<file path="src/rtl/q_episode_sequencer.sv">
`timescale 1ns/1ps
// ---------------------------------------------------------------------------
// q_episode_sequencer
// Runs one exploit episode of the 6x6 maze Q-learning agent.
// Each step has four parts:
//   1. Read the four Q values of the current state.
//   2. Pick the greedy action, using a signed argmax where ties go to the
//      lowest action.
//   3. Hand the action to the move datapath over mv_req/mv_ack.
//   4. Latch the returned state.
// The episode stops when the target is reached or the step budget is spent.
//
// Optional feature: define Q_EXPLORE_EN to add a 16-bit Galois LFSR.
//   - When lfsr[7:0] < EPS_THRESH, the chosen action is lfsr[9:8].
//   - The EPS_THRESH parameter exists only in that build.
//
// Ports:
//   clk, rst        clock, asynchronous active-high reset
//   run             episode start level (sampled in IDLE and DONE)
//   start_state     episode start state (sampled in LOAD)
//   target_state    goal state (stable while busy)
//   q_rd_en/q_rd_state/q_rd_action/q_rd_data
//                   Q-table read port, with 1-cycle read latency
//   mv_req/mv_action/mv_ack/mv_state
//                   move datapath handshake
//   cur_state, busy, target_reached, timeout, step_count, episode_count
//                   episode status
// ---------------------------------------------------------------------------
module q_episode_sequencer #(
    parameter int Q_W        = 32,
    parameter int STATE_W    = 6,
    parameter int NUM_STATES = 36,
    parameter int MAX_STEPS  = 64,
    parameter int STEP_W     = 7
`ifdef Q_EXPLORE_EN
    ,
    parameter int EPS_THRESH = 26
`endif
) (
    input  logic               clk,
    input  logic               rst,
    input  logic               run,
    input  logic [STATE_W-1:0] start_state,
    input  logic [STATE_W-1:0] target_state,
    output logic               q_rd_en,
    output logic [STATE_W-1:0] q_rd_state,
    output logic [1:0]         q_rd_action,
    input  logic [Q_W-1:0]     q_rd_data,
    output logic               mv_req,
    output logic [1:0]         mv_action,
    input  logic               mv_ack,
    input  logic [STATE_W-1:0] mv_state,
    output logic [STATE_W-1:0] cur_state,
    output logic               busy,
    output logic               target_reached,
    output logic               timeout,
    output logic [STEP_W-1:0]  step_count,
    output logic [15:0]        episode_count
);

    typedef enum logic [2:0] {
        S_IDLE, S_LOAD, S_READ, S_DRAIN, S_MOVE, S_CHECK, S_DONE
    } state_t;

    state_t state, state_nxt;

    logic [1:0]            rd_idx;
    logic                  rd_vld_p1;
    logic [1:0]            rd_act_p1;
    logic signed [Q_W-1:0] q_word_p1;
    logic signed [Q_W-1:0] best_q_p1;
    logic [1:0]            best_act_p1;
    logic                  take_word;
    logic [1:0]            greedy_act;
    logic [1:0]            act_pick;
    logic                  start_hit;
    logic                  budget_spent;

    // Legal maze states are 1..NUM_STATES; 0 and anything above are off-board.
    function automatic logic state_ok(input logic [STATE_W-1:0] s);
        return (s != '0) && (int'(s) <= NUM_STATES);
    endfunction

    assign start_hit    = (start_state == target_state);
    assign budget_spent = (step_count == STEP_W'(MAX_STEPS));

    // ---- control: state register ----
    always_ff @(posedge clk or posedge rst) begin
        if (rst) state <= S_IDLE;
        else     state <= state_nxt;
    end

    always_comb begin
        state_nxt = state;
        case (state)
            S_IDLE:  if (run) state_nxt = S_LOAD;
            S_LOAD:  if (start_hit || !state_ok(start_state)) state_nxt = S_DONE;
                     else state_nxt = S_READ;
            S_READ:  if (rd_idx == 2'd3) state_nxt = S_DRAIN;
            S_DRAIN: state_nxt = S_MOVE;
            S_MOVE:  if (mv_ack) state_nxt = S_CHECK;
            S_CHECK: if ((cur_state == target_state) || budget_spent) state_nxt = S_DONE;
                     else state_nxt = S_READ;
            S_DONE:  if (!run) state_nxt = S_IDLE;
            default: state_nxt = S_IDLE;
        endcase
    end

    assign q_rd_en     = (state == S_READ);
    assign q_rd_state  = cur_state;
    assign q_rd_action = rd_idx;
    assign mv_req      = (state == S_MOVE);
    assign busy        = (state != S_IDLE) && (state != S_DONE);

    // ---- stage p1: read word returns one cycle after its strobe ----
    assign q_word_p1 = q_rd_data;

    // The action-0 word always seeds the running best; later words replace it
    // only when strictly greater, which leaves ties on the lower action.
    assign take_word  = rd_vld_p1 && ((rd_act_p1 == 2'd0) || (q_word_p1 > best_q_p1));
    assign greedy_act = take_word ? rd_act_p1 : best_act_p1;

    always_ff @(posedge clk) begin
        if (take_word) best_q_p1 <= q_word_p1;
    end

`ifdef Q_EXPLORE_EN
    logic [15:0] lfsr;

    always_ff @(posedge clk or posedge rst) begin
        if (rst) lfsr <= 16'hACE1;
        else     lfsr <= {1'b0, lfsr[15:1]} ^ (lfsr[0] ? 16'hB400 : 16'h0000);
    end

    assign act_pick = (32'(lfsr[7:0]) < EPS_THRESH) ? lfsr[9:8] : greedy_act;
`else
    assign act_pick = greedy_act;
`endif

    // ---- control: episode bookkeeping ----
    always_ff @(posedge clk or posedge rst) begin
        if (rst) begin
            rd_idx         <= 2'd0;
            rd_vld_p1      <= 1'b0;
            rd_act_p1      <= 2'd0;
            best_act_p1    <= 2'd0;
            mv_action      <= 2'd0;
            cur_state      <= '0;
            step_count     <= '0;
            target_reached <= 1'b0;
            timeout        <= 1'b0;
            episode_count  <= 16'd0;
        end else begin
            rd_vld_p1 <= q_rd_en;
            rd_act_p1 <= rd_idx;
            rd_idx    <= (state == S_READ) ? rd_idx + 2'd1 : 2'd0;
            if (take_word) best_act_p1 <= rd_act_p1;

            case (state)
                S_LOAD: begin
                    cur_state      <= start_state;
                    step_count     <= '0;
                    target_reached <= start_hit;
                    timeout        <= !start_hit && !state_ok(start_state);
                end
                S_DRAIN: mv_action <= act_pick;
                S_MOVE: begin
                    if (mv_ack) begin
                        step_count <= step_count + 1'b1;
                        // An off-board result still burns a step but leaves the agent in place.
                        if (state_ok(mv_state)) cur_state <= mv_state;
                    end
                end
                S_CHECK: begin
                    if (cur_state == target_state) target_reached <= 1'b1;
                    else if (budget_spent)          timeout        <= 1'b1;
                end
                default: ;
            endcase

            if ((state_nxt == S_DONE) && (state != S_DONE))
                episode_count <= episode_count + 16'd1;
        end
    end

endmodule

</file>
<file path="config.mk">
export PLATFORM = sky130hd
export DESIGN_NAME = q_episode_sequencer
export DESIGN_NICKNAME = d
export VERILOG_FILES = /design/src/rtl/q_episode_sequencer.sv
export SDC_FILE = /design/constraint.sdc
export NUM_CORES = 1
export LEC_CHECK = 0
export BUFFER_PORTS_ARGS = -buffer_cell sky130_fd_sc_hd__buf_2
export CAP_MARGIN = 20
export CORE_ASPECT_RATIO = 0.6
export CORE_UTILIZATION = 55
export CTS_CLUSTER_SIZE = 40
export DETAILED_ROUTE_END_ITERATION = 10
export HOLD_SLACK_MARGIN = 0.1
export PLACE_DENSITY_LB_ADDON = 0.08
export SYNTH_ARGS = -nofsm -noshare
export SYNTH_HDL_FRONTEND = slang
export SYNTH_SLANG_ARGS = --single-unit
</file>
<file path="constraint.sdc">
create_clock -name clk -period 9.65 [get_ports clk]
set_input_delay 1.93 -clock clk [delete_from_list [all_inputs] [get_ports clk]]
set_output_delay 1.93 -clock clk [all_outputs]
set_load 0.02 [all_outputs]
</file>
==> results.yml <==
floorplan:
  core_region_area_mm2: 0.006935
  initial_core_util_pct: 58.99
  io_pins: 98
  fp-row-count: 23
  die-area_mm2: 0.007799
  die_y_um: 68.81
  die_x_um: 113.3
clock_tree:
  cts.sinks: 75
  ctsLongestPathBuffers: 2
  postCtsHoldBufs: 0
  clkLatencyLatePin_ns: 0.33
  clk_pin_slew_ns: 0.06
  cts-resized-gates: 0
  cts-root-buf: "clkbuf_16"
  cts_buffers: 9
  htree_levels: 3
  cts_tree: "built"
  postCtsSetupBuffers: 0
timing:
  post-route-period-util_pct: 47.66
  fmax_mhz: 217.4
  grt_setup_unrepaired: "false"
  hold_violations: 0
  maxSlewViolCount: 0
  setup_violations: 0
  worstMarginPinSlew_ns: 0.9701
  fin_skew_ns: 0.003568
  setup_ws_ns: 5.051
  fin_hold_ws_ns: 0.4230
  layout_min_cycle_time_ns: 4.599
  relSlewSlack_pct: 35.19
  tns_ns: 0
finish:
  fillers: 511
  area_delta_synth_final_pct: 20.15
  final_cell_mix: "buf_2 (97), dfrtp_1 (43), inv_1 (37)"
  stdcell_area_mm2: 0.004916
  antenna_cells: 0
  drive_gt1_share_pct: 26.29
  layout.nets: 568
  layout_commonest_cell: "buf_2"
global_routing:
  first_global_vias: 2911
  antenna_found_initial: 0
  track_usage_pct: 24.04
  grt_overflow_total: 0
  grt_max_degree: 44
  grt_pass1_wl_mm: 14.00
detailed_routing:
  first_pass_iters: 5
  drc: 0
  wire_per_inst_um: 14.71
  drt-total-wl_mm: 8.577
  drtIter0Drc: 139
  vias: 3089
  antenna_left: 0
  viasPerCell: 5.298
setup_path:
  arrival_ns: 4.60
  r2r_setup_slack_ns: 6.39
  cp_max_fo: 23
  r2r_start: "best_q_p1[31]"
  crit_required_ns: 9.65
  crit_path_start_kind: "primary input"
  r2r_cells: 8
  rr_endpoint: "best_q_p1[29]"
  end_kind: "flip-flop"
  critPathKind: "in2reg"
placed_design:
  dpl-instance-area_mm2: 0.004651
  finalWeightedCongestion: 0.7630
  portBuffers: 97
  pre_cts_ws_ns: 4.719
  dp_hpwl_mm: 6.707
pwr:
  p_leak_nw: 2.418
  ir_drop_uv: 147.3
  fin_total_pwr_mw: 1.355
  power.density_mw_per_mm2: 275.6
synth:
  ys_seq_area_share_pct: 49.79
  syn_nets: 469
  synth_area_mm2: 0.004091
  synth_cell_types: 53
  syn_area_per_cell_um2: 10.80
  syn_inst: 379
  ys_warn_count: 0
  ys_ff_latch: 75
min_path:
  holdPathStages: 0
  hold_end: "rd_act_p1[1]"
  hold_class: "reg2reg"
  hp-start: "q_rd_action[1]"
status:
  status: "completed"
flow_run:
  maxCapViolations: 0
## layer usage
metal / vias to the layer above / share of wire (%) / wire length (µm) / global-route usage [%]
met5: - / 0 / 0 / 0
met4: 0 / 1.2 / 101 / 9.375
met3: 11 / 5.7 / 492 / 6.031
met2: 113 / 42 / 3645 / 37.42
met1: 1440 / 51 / 4337 / 32.85
li1: 1525 / - / - / -
## final cells by class
type / count / area, µm² / share of cell area, %
clock buffers: 13 / 250.2 / 5.090
well taps: 100 / 125.1 / 2.545
clock inverters: 3 / 15.01 / 0.3054
flip-flops and latches: 75 / 2037 / 41.44
multi-input cells: 255 / 1846 / 37.54
inverters: 38 / 142.6 / 2.902
repair buffers: 99 / 500.5 / 10.18
## Yosys cell counts (all sizes together)
cell | number | area [µm²]
nand2b | 7 | 43.79
a221oi | 1 | 8.760
nor3 | 8 | 51.30
nand3 | 12 | 72.57
a211oi | 1 | 7.510
o21ai | 15 | 75.07
nor2b | 6 | 37.54
a221o | 1 | 10.01
buf | 7 | 50.04
edfxtp | 32 | 960.9
nor2 | 24 | 92.59
o31ai | 1 | 7.510
xnor2 | 6 | 52.55
mux2i | 7 | 70.07
o2bb2ai | 1 | 8.760
nand4 | 13 | 87.58
nand4b | 2 | 17.52
nand2 | 33 | 123.9
o211ai | 5 | 56.30
nor4 | 8 | 62.56
xor2 | 26 | 227.7
mux2 | 2 | 22.52
and3 | 1 | 6.260
o31a | 1 | 8.760
or3 | 2 | 12.51
a21o | 2 | 15.01
inv | 38 | 142.6
or4 | 1 | 11.26
and2 | 5 | 32.54
a2111oi | 2 | 23.77
a21oi | 20 | 100.1
or3b | 2 | 17.52
dfrtp | 43 | 1076
clkbuf | 4 | 16.26
a31oi | 1 | 6.260
a22oi | 1 | 7.510
ha | 36 | 450.4
a31o | 2 | 17.52
## flip-flops by register name, summed over array words and instances, names as in the netlist
name,count
best_act_p1,2
best_q_p1,32
cur_state,6
episode_count,16
mv_action,2
q_rd_action,2
rd_act_p1,2
rd_vld_p1,1
state,3
step_count,7
target_reached,1
timeout,1
## cell families (layout without fill, tap and decap cells)
logic type,Yosys count,in the layout,synth area share (%)
mux,9,9,2.263
fa+ha+maj,36,36,11.01
buf+inv,49,153,5.107
simple gates,124,124,16.36
compound gates,54,54,8.624
xor+xnor,32,32,6.850
flops,75,75,49.79
## how the worst max path moves through the flow
| stage | start | end | slack, ns | cells after the start |
|---|---|---|---|---|
| after floorplan | q_rd_data[14] | best_act_p1[0] | 4.79 | 8 |
| after global placement | q_rd_data[31] | best_q_p1[25] | 4.82 | 8 |
| after detailed placement | q_rd_data[31] | best_q_p1[25] | 4.72 | 8 |
| after CTS | q_rd_data[31] | best_q_p1[25] | 5.07 | 8 |
| after global routing | q_rd_data[31] | best_q_p1[29] | 4.84 | 8 |
| final | q_rd_data[31] | best_q_p1[29] | 5.05 | 8 |
## worst max-delay path: stages
cell	delay [ns]
buf_2	0.11
ha_1	0.36
nand4_1	0.19
nor4_1	0.61
o31a_1	0.29
o211ai_2	0.13
nand3_1	0.54
buf_4	0.42
## report_power, final
group	switching, mW	internal (mW)	total [mW]
combinational	0.327	0.186	0.512
clock	0.118	0.180	0.298
sequential	0.0789	0.465	0.544
## per-stage QoR
stage	std cells	util, %
detailed placement	567	67.06
floorplan	379	-
global placement	567	67.06
CTS	583	70.88
global route	583	70.88
finish	583	70.88
Note: power is estimated with default switching activity, not from simulation.
